<file path="src/rtl/systol_mem_sched_pkg.sv">
// Shared definitions for the systolic-array memory scheduler: FSM states,
// read-owner encoding and default memory geometry.
package systol_mem_sched_pkg;

   localparam int AW_DEF = 14;
   localparam int DW_DEF = 8;
   localparam int RC_W   = 16;

   typedef enum logic [2:0] {
      ST_IDLE  = 3'd0,
      ST_START = 3'd1,
      ST_RUN   = 3'd2,
      ST_DRAIN = 3'd3,
      ST_DONE  = 3'd4
   } state_e;

   typedef enum logic {
      OWN_HOST = 1'b0,
      OWN_CORE = 1'b1
   } owner_e;

endpackage

</file>
<file path="src/rtl/systol_mem_sched_sat_counter.sv">
// Clear/enable up-counter that sticks at all-ones instead of wrapping.
module sat_counter #(
   parameter int W = 16
) (
   input  logic         clk,
   input  logic         rst,
   input  logic         clr,
   input  logic         en,
   output logic [W-1:0] cnt
);

   logic [W-1:0] cnt_q;
   logic [W-1:0] cnt_d;

   always_comb begin
      cnt_d = cnt_q;
      if (clr) begin
         cnt_d = '0;
      end else if (en && (cnt_q != {W{1'b1}})) begin
         cnt_d = cnt_q + W'(1);
      end
   end

   always_ff @(posedge clk or negedge rst) begin
      if (!rst) begin
         cnt_q <= '0;
      end else begin
         cnt_q <= cnt_d;
      end
   end

   assign cnt = cnt_q;

endmodule

</file>
<file path="src/rtl/systol_mem_sched.sv">
// Arbitrates one single-port RAM between the host (idle only) and the systolic
// array (run only), sequences a computation and counts its cycles.
module systol_mem_sched
   import systol_mem_sched_pkg::*;
#(
   parameter int AW = AW_DEF,
   parameter int DW = DW_DEF
) (
   input  logic          clk,
   input  logic          rst,
   input  logic          host_req,
   input  logic          host_we,
   input  logic [AW-1:0] host_addr,
   input  logic [DW-1:0] host_wdata,
   output logic          host_gnt,
   output logic          host_rvalid,
   output logic [DW-1:0] host_rdata,
   input  logic          go,
   output logic          busy,
   output logic          done,
   output logic [15:0]   run_cycles,
   output logic          core_start,
   input  logic          core_finish,
   input  logic          core_rreq,
   input  logic [AW-1:0] core_raddr,
   output logic          core_rvalid,
   output logic [DW-1:0] core_rdata,
   output logic          core_stall,
   input  logic          core_we,
   input  logic [AW-1:0] core_waddr,
   input  logic [DW-1:0] core_wdata,
   output logic          mem_en,
   output logic          mem_we,
   output logic [AW-1:0] mem_addr,
   output logic [DW-1:0] mem_wdata,
   input  logic [DW-1:0] mem_rdata
);

   state_e        state_q, state_d;
   logic          core_start_q, core_start_d;
   logic          done_q, done_d;
   logic          rd_pend_q, rd_pend_d;
   owner_e        rd_tag_q, rd_tag_d;

   logic          en_raw;
   logic          we_raw;
   logic [AW-1:0] addr_raw;
   logic [DW-1:0] wdata_raw;
   logic          gnt_raw;
   logic          stall_raw;
   owner_e        owner_raw;

   always_comb begin
      state_d = state_q;
      case (state_q)
         ST_IDLE:  if (go) state_d = ST_START;
         ST_START: state_d = ST_RUN;
         ST_RUN:   if (core_finish) state_d = ST_DRAIN;
         ST_DRAIN: state_d = ST_DONE;
         ST_DONE:  state_d = ST_IDLE;
         default:  state_d = ST_IDLE;
      endcase
   end

   // Memory port mux: host owns the RAM in IDLE, the array in RUN; writes beat reads.
   always_comb begin
      en_raw    = 1'b0;
      we_raw    = 1'b0;
      addr_raw  = '0;
      wdata_raw = '0;
      gnt_raw   = 1'b0;
      stall_raw = 1'b0;
      owner_raw = OWN_HOST;
      if (state_q == ST_IDLE) begin
         gnt_raw = host_req;
         if (host_req) begin
            en_raw    = 1'b1;
            we_raw    = host_we;
            addr_raw  = host_addr;
            wdata_raw = host_wdata;
         end
      end else if (state_q == ST_RUN) begin
         owner_raw = OWN_CORE;
         if (core_we) begin
            en_raw    = 1'b1;
            we_raw    = 1'b1;
            addr_raw  = core_waddr;
            wdata_raw = core_wdata;
            stall_raw = core_rreq;
         end else if (core_rreq) begin
            en_raw   = 1'b1;
            addr_raw = core_raddr;
         end
      end
   end

   always_comb begin
      core_start_d = (state_d == ST_START);
      done_d       = (state_d == ST_DONE);
      rd_pend_d    = en_raw && !we_raw;
      rd_tag_d     = owner_raw;
   end

   always_ff @(posedge clk or negedge rst) begin
      if (!rst) begin
         state_q      <= ST_IDLE;
         core_start_q <= 1'b0;
         done_q       <= 1'b0;
         rd_pend_q    <= 1'b0;
         rd_tag_q     <= OWN_HOST;
      end else begin
         state_q      <= state_d;
         core_start_q <= core_start_d;
         done_q       <= done_d;
         rd_pend_q    <= rd_pend_d;
         rd_tag_q     <= rd_tag_d;
      end
   end

   sat_counter #(
      .W (RC_W)
   ) u_run_cnt (
      .clk (clk),
      .rst (rst),
      .clr (state_q == ST_START),
      .en  (state_q == ST_RUN),
      .cnt (run_cycles)
   );

   // Request-side outputs are forced quiet while reset is held.
   assign mem_en      = en_raw && rst;
   assign mem_we      = we_raw && rst;
   assign mem_addr    = addr_raw;
   assign mem_wdata   = wdata_raw;
   assign host_gnt    = gnt_raw && rst;
   assign core_stall  = stall_raw && rst;

   assign busy        = (state_q != ST_IDLE);
   assign core_start  = core_start_q;
   assign done        = done_q;
   assign host_rvalid = rd_pend_q && (rd_tag_q == OWN_HOST);
   assign core_rvalid = rd_pend_q && (rd_tag_q == OWN_CORE);
   assign host_rdata  = mem_rdata;
   assign core_rdata  = mem_rdata;

endmodule

</file>
<file path="config.mk">
export PLATFORM = sky130hd
export DESIGN_NAME = systol_mem_sched
export DESIGN_NICKNAME = d
export VERILOG_FILES = /design/src/rtl/systol_mem_sched_pkg.sv /design/src/rtl/systol_mem_sched_sat_counter.sv /design/src/rtl/systol_mem_sched.sv
export SDC_FILE = /design/constraint.sdc
export NUM_CORES = 1
export LEC_CHECK = 0
export ABC_AREA = 1
export BUFFER_PORTS_ARGS = -buffer_cell sky130_fd_sc_hd__buf_2
export CAP_MARGIN = 5
export CORE_MARGIN = 5
export CORE_UTILIZATION = 45
export DETAILED_ROUTE_END_ITERATION = 10
export GPL_TIMING_DRIVEN = 0
export PLACE_DENSITY = 0.86
export SETUP_SLACK_MARGIN = 0.15
export SYNTH_ARGS = -nofsm -noshare
export SYNTH_HDL_FRONTEND = slang
export SYNTH_HIERARCHICAL = 1
export SYNTH_SLANG_ARGS = --single-unit
</file>
<file path="constraint.sdc">
create_clock -name clk -period 4.3 [get_ports clk]
set_clock_uncertainty 0.2 [all_clocks]
set_input_delay 0.645 -clock clk [delete_from_list [all_inputs] [get_ports clk]]
set_output_delay 0.645 -clock clk [all_outputs]
set_load 0.01 [all_outputs]
</file>
* Word level (Yosys, flattened, before mapping)
Index checks and enable logic that the tools add are counted.
Word-level totals: bits in registers 23, output and inout port bits 63, bits of input ports 74
Operators by class: muxes and demuxes 29, bitwise operators 1, $add $sub $neg 1, equality and inequality tests 6, reduce and logical (&&, ||, !) cells 12
Operators with widths (number):
- $mux W14 | 5
- $mux W16 | 2
- $mux W8 | 4
- $add A16 B1 Y16 const B | 1
- $ne A16 B16 Y1 const B | 1
- $mux W1 | 15
- $pmux W3 S4 | 1
- $logic_and A1 B1 Y1 | 8
- $eq A3 B1 Y1 const B | 2
- $eq A3 B2 Y1 const B | 2
- $mux W3 | 2
- $eq A3 B3 Y1 const B | 1
- $logic_not A3 Y1 | 1
- $reduce_bool A3 Y1 | 1
- $reduce_bool A2 Y1 | 1
- $logic_not A1 Y1 | 1
- $not A1 Y1 | 1

* Longest topological paths before layout
depth in word-level cells 5, depth in mapped cells 10, mapped depth without buffers 9

* Cells and area by module
The synthesis kept the hierarchy.
Modules (own cells, without submodules):
- sat_counter | instances 1, cells an instance 144, area each 1037.2 µm²
- systol_mem_sched | instances 1, cells an instance 178, area each 939.7 µm²

* Worst setup path after synthesis
OpenSTA, ideal clock, no wires.
path kind in2out, start point input core_we, end point output core_stall, data arrival time 1.380 ns, stages 4, path slack 2.075 ns, path buffers 2, cell sequence buf_2 -> buf_2 -> nand2_1 -> nor3_1
On the way: longest elaborated chain between the ends 4
RTL lines:
- from (decl) | line systol_mem_sched.sv:29 | input logic core_we,
- $mux W1 | line systol_mem_sched.sv:84 | if (core_we) begin
- $mux W1 | line systol_mem_sched.sv:82 | end else if (state_q == ST_RUN) begin
- $mux W1 | line systol_mem_sched.sv:74 | if (state_q == ST_IDLE) begin
- $logic_and A1 B1 Y1 | line systol_mem_sched.sv:136 | assign core_stall = stall_raw && rst;
- to (decl) | line systol_mem_sched.sv:28 | output logic core_stall,
No other way between the ends.

* Final worst setup path
start point input rst, end point output core_stall
On the way: longest elaborated chain between the ends 1
RTL lines:
- from (decl) | line systol_mem_sched.sv:10 | input logic rst,
- $logic_and A1 B1 Y1 | line systol_mem_sched.sv:136
No other way between the ends.

==> out/qor.yml <==
crit_arrival_ps: 1660
track_usage: 0.1937
routed.top_layer: "met4"
start_kind: "input pin"
switchingPower_mw: 0.4938
ys_seq_area_frac: 0.2911
p_per_area_nw_per_um2: 390.0
syn_nets: 397
cts_sinks: 23
endpoint_kind: "output port"
crit_required_ps: 3450
final_cells: 505
crit_chain: "buf_2, inv_1, nor3_1, buf_2"
row_count: 24
netlist_area_um2: 1977
synthTopCellsByCount: "nand2_1 (169), nor2_1 (24), dfrtp_1 (23), inv_1 (21), buf_4 (18)"
gr-total-overflow: 0
drv_cap: 0
min_period_ps: 2502
synthArstFlopShare: 1.000
gp_congestion: 0.9064
die_w_um: 76.28
worstSkewPairLatency_ps: 260
finalSetupViolCount: 0
die-area_um2: 5819
clk_path_buf_depth: 2
timing.final.ws_setup_ps: 1798
wl_met2_mm: 2.935
vias_per_cell: 4.665
syn_area_per_cell_um2: 6.139
path_clk_slew_ps: 80
die_h_um: 76.28
post_cts_buffers: 0
slew_headroom: 0.6528
synth-main-ff-cell: "dfrtp_1"
comb_power_share: 0.607
p_total_mw: 1.062
crit_buf_inv: 3
grt_max_degree: 25
max-vdd-ir-drop_uv: 238.3
syn_inst: 322
ctsResizeCount: 0
drt.antenna.violating_nets: 0
drtIter0Drc: 142
yosysMostFrequentCell: "nand2_1"
crit_top_cell: "buf_2"
cts_max_level: 1
grt_pass1_vias: 2316
core_area_um2: 4294
antenna_found_initial: 0
final_max_slew_viol_count: 0
wl_met3_um: 338
vias: 2356
tightest_slew_ps: 520.9
drive_gt1_frac: 0.3797
criticalPathCategory: "in2out"
critPathTopFamily: "buffers and inverters"
synth_top_cells_by_area: "nand2_1 (32%), dfrtp_1 (29%), buf_4 (6.8%), nor2_1 (4.6%), inv_1 (4.0%)"
tritoncts.num_buffers: 3
preCtsSetupSlack_ps: 1768
switching_share: 0.4648
path_max_fanout: 24
ys_ff_latch: 23
max_stage_delay_ps: 420
power_leakage_nw: 1.733
internal_power_mw: 0.5685
clockPowerShare: 0.126
area_growth_pct: 37.78
yosys_warnings: 6
fin_nets: 529
first_pass_iters: 4
fmax_ghz: 0.3997
status: "complete, no violations"
start_util: 0.4604
p_seq_frac: 0.267
numPortBuffers: 127
post-route-drc-count: 0
hp-class: "in2async"
nFillCells: 396
hold_violations: 0
yosys.area.top_type: "nand2_1"
ios: 137
grt_pass1_wl_mm: 9.811
synth_edf_count: 0
place_hpwl_mm: 4.730
yosysUniqueCellTypes: 27
synthDominantCellAreaShare: 0.3209
drt-total-wl_mm: 5.716
cts_root_buf: "clkbuf_8"
wl_per_cell_um: 11.32
wl_met1_mm: 2.359
place_inst: 501
place_area_um2: 2678
cts_tree: "built"
rsz0062_at_grt: "false"
period_share: 0.5819
fin_area_um2: 2724
n_antenna_cell: 0
cp_slowest_cell: "buf_2"
cts-hold-fix-buffers: 0
totalNegativeSetupSlack_ps: 0
-- registers in the layout (all words and copies together) (netlist names) --
signal         count
done               1
core_start         1
state_q            3
rd_tag_q           1
rd_pend_q          1
u_run_cnt/cnt     16
-- cell families after synthesis --
| logic type | after synthesis | synth area share |
|---|---|---|
| AOI/OAI and AO/OA | 11 | 0.03608 |
| xor gates and xnor gates | 5 | 0.02216 |
| adders and majority gates | 1 | 0.006328 |
| buffers and inverters | 50 | 0.1481 |
| DFF | 23 | 0.2911 |
| and+or+nand+nor | 232 | 0.4962 |
-- routing by layer --
metal  global-route usage  up-vias
met5                    0        -
met4              0.06643        0
met3              0.03310        7
met2               0.3510       81
met1               0.2272     1029
li1                     -     1239
-- power groups by stage --
| stage | sequential (mW) | combinational, mW | clock [mW] |
|---|---|---|---|
| after floorplan | 0.291 | 0.415 | 0 |
| after global placement | 0.288 | 0.639 | 0 |
| after detailed placement | 0.288 | 0.650 | 0 |
| after CTS | 0.284 | 0.652 | 0.137 |
| after global routing | 0.289 | 0.719 | 0.146 |
| final | 0.284 | 0.645 | 0.133 |
-- final cells by class --
| type | count | area (um^2) | area share |
|---|---|---|---|
| plain buffers | 25 | 196.4 | 0.07212 |
| repair buffers | 127 | 635.6 | 0.2333 |
| multi-input cells | 249 | 1109 | 0.4070 |
| flip-flops and latches | 23 | 575.6 | 0.2113 |
| clock inverters | 1 | 5.005 | 0.001837 |
| well taps | 52 | 65.06 | 0.02389 |
| clock buffers | 3 | 41.29 | 0.01516 |
| inverters | 25 | 96.34 | 0.03537 |
-- worst paths after layout --
| kind | slack, ps | from | to | cells past startpoint |
|---|---|---|---|---|
| worst max register to register | 2270 | state_q[0] | u_run_cnt/cnt[2] | 9 |
| worst max-delay path | 1800 | rst | core_stall | 4 |
| min in group clk | 330 | state_q[2] | state_q[2] | 1 |
| max in group asynchronous | 3400 | rst | u_run_cnt/cnt[13] | 1 |
| worst min-delay path | 140 | rst | u_run_cnt/cnt[5] | 1 |
| worst min register to register | 330 | state_q[2] | state_q[2] | 1 |
-- through the flow --
stage | utilization | hold slack, ps
6_report | 0.6343 | 144.4
5_1_grt | 0.6343 | 194.8
4_1_cts | 0.6343 | 163.2
3_5_place_dp | 0.6235 | 312.5
3_3_place_gp | 0.6235 | 302.8
2_1_floorplan | - | 149.4
-- layout by cell type, fill, tap and decap left out, types with 4 or more instances in the layout --
cell	synthesis	routed
nand3_1	14	14
o21ai_0	6	6
nand2_1	169	169
buf_4	18	18
nor2_1	24	24
dfrtp_1	23	23
nor2_4	4	4
buf_2	3	130
inv_1	21	21
nand4_1	10	10
Note: power is estimated with default switching activity, not from simulation.
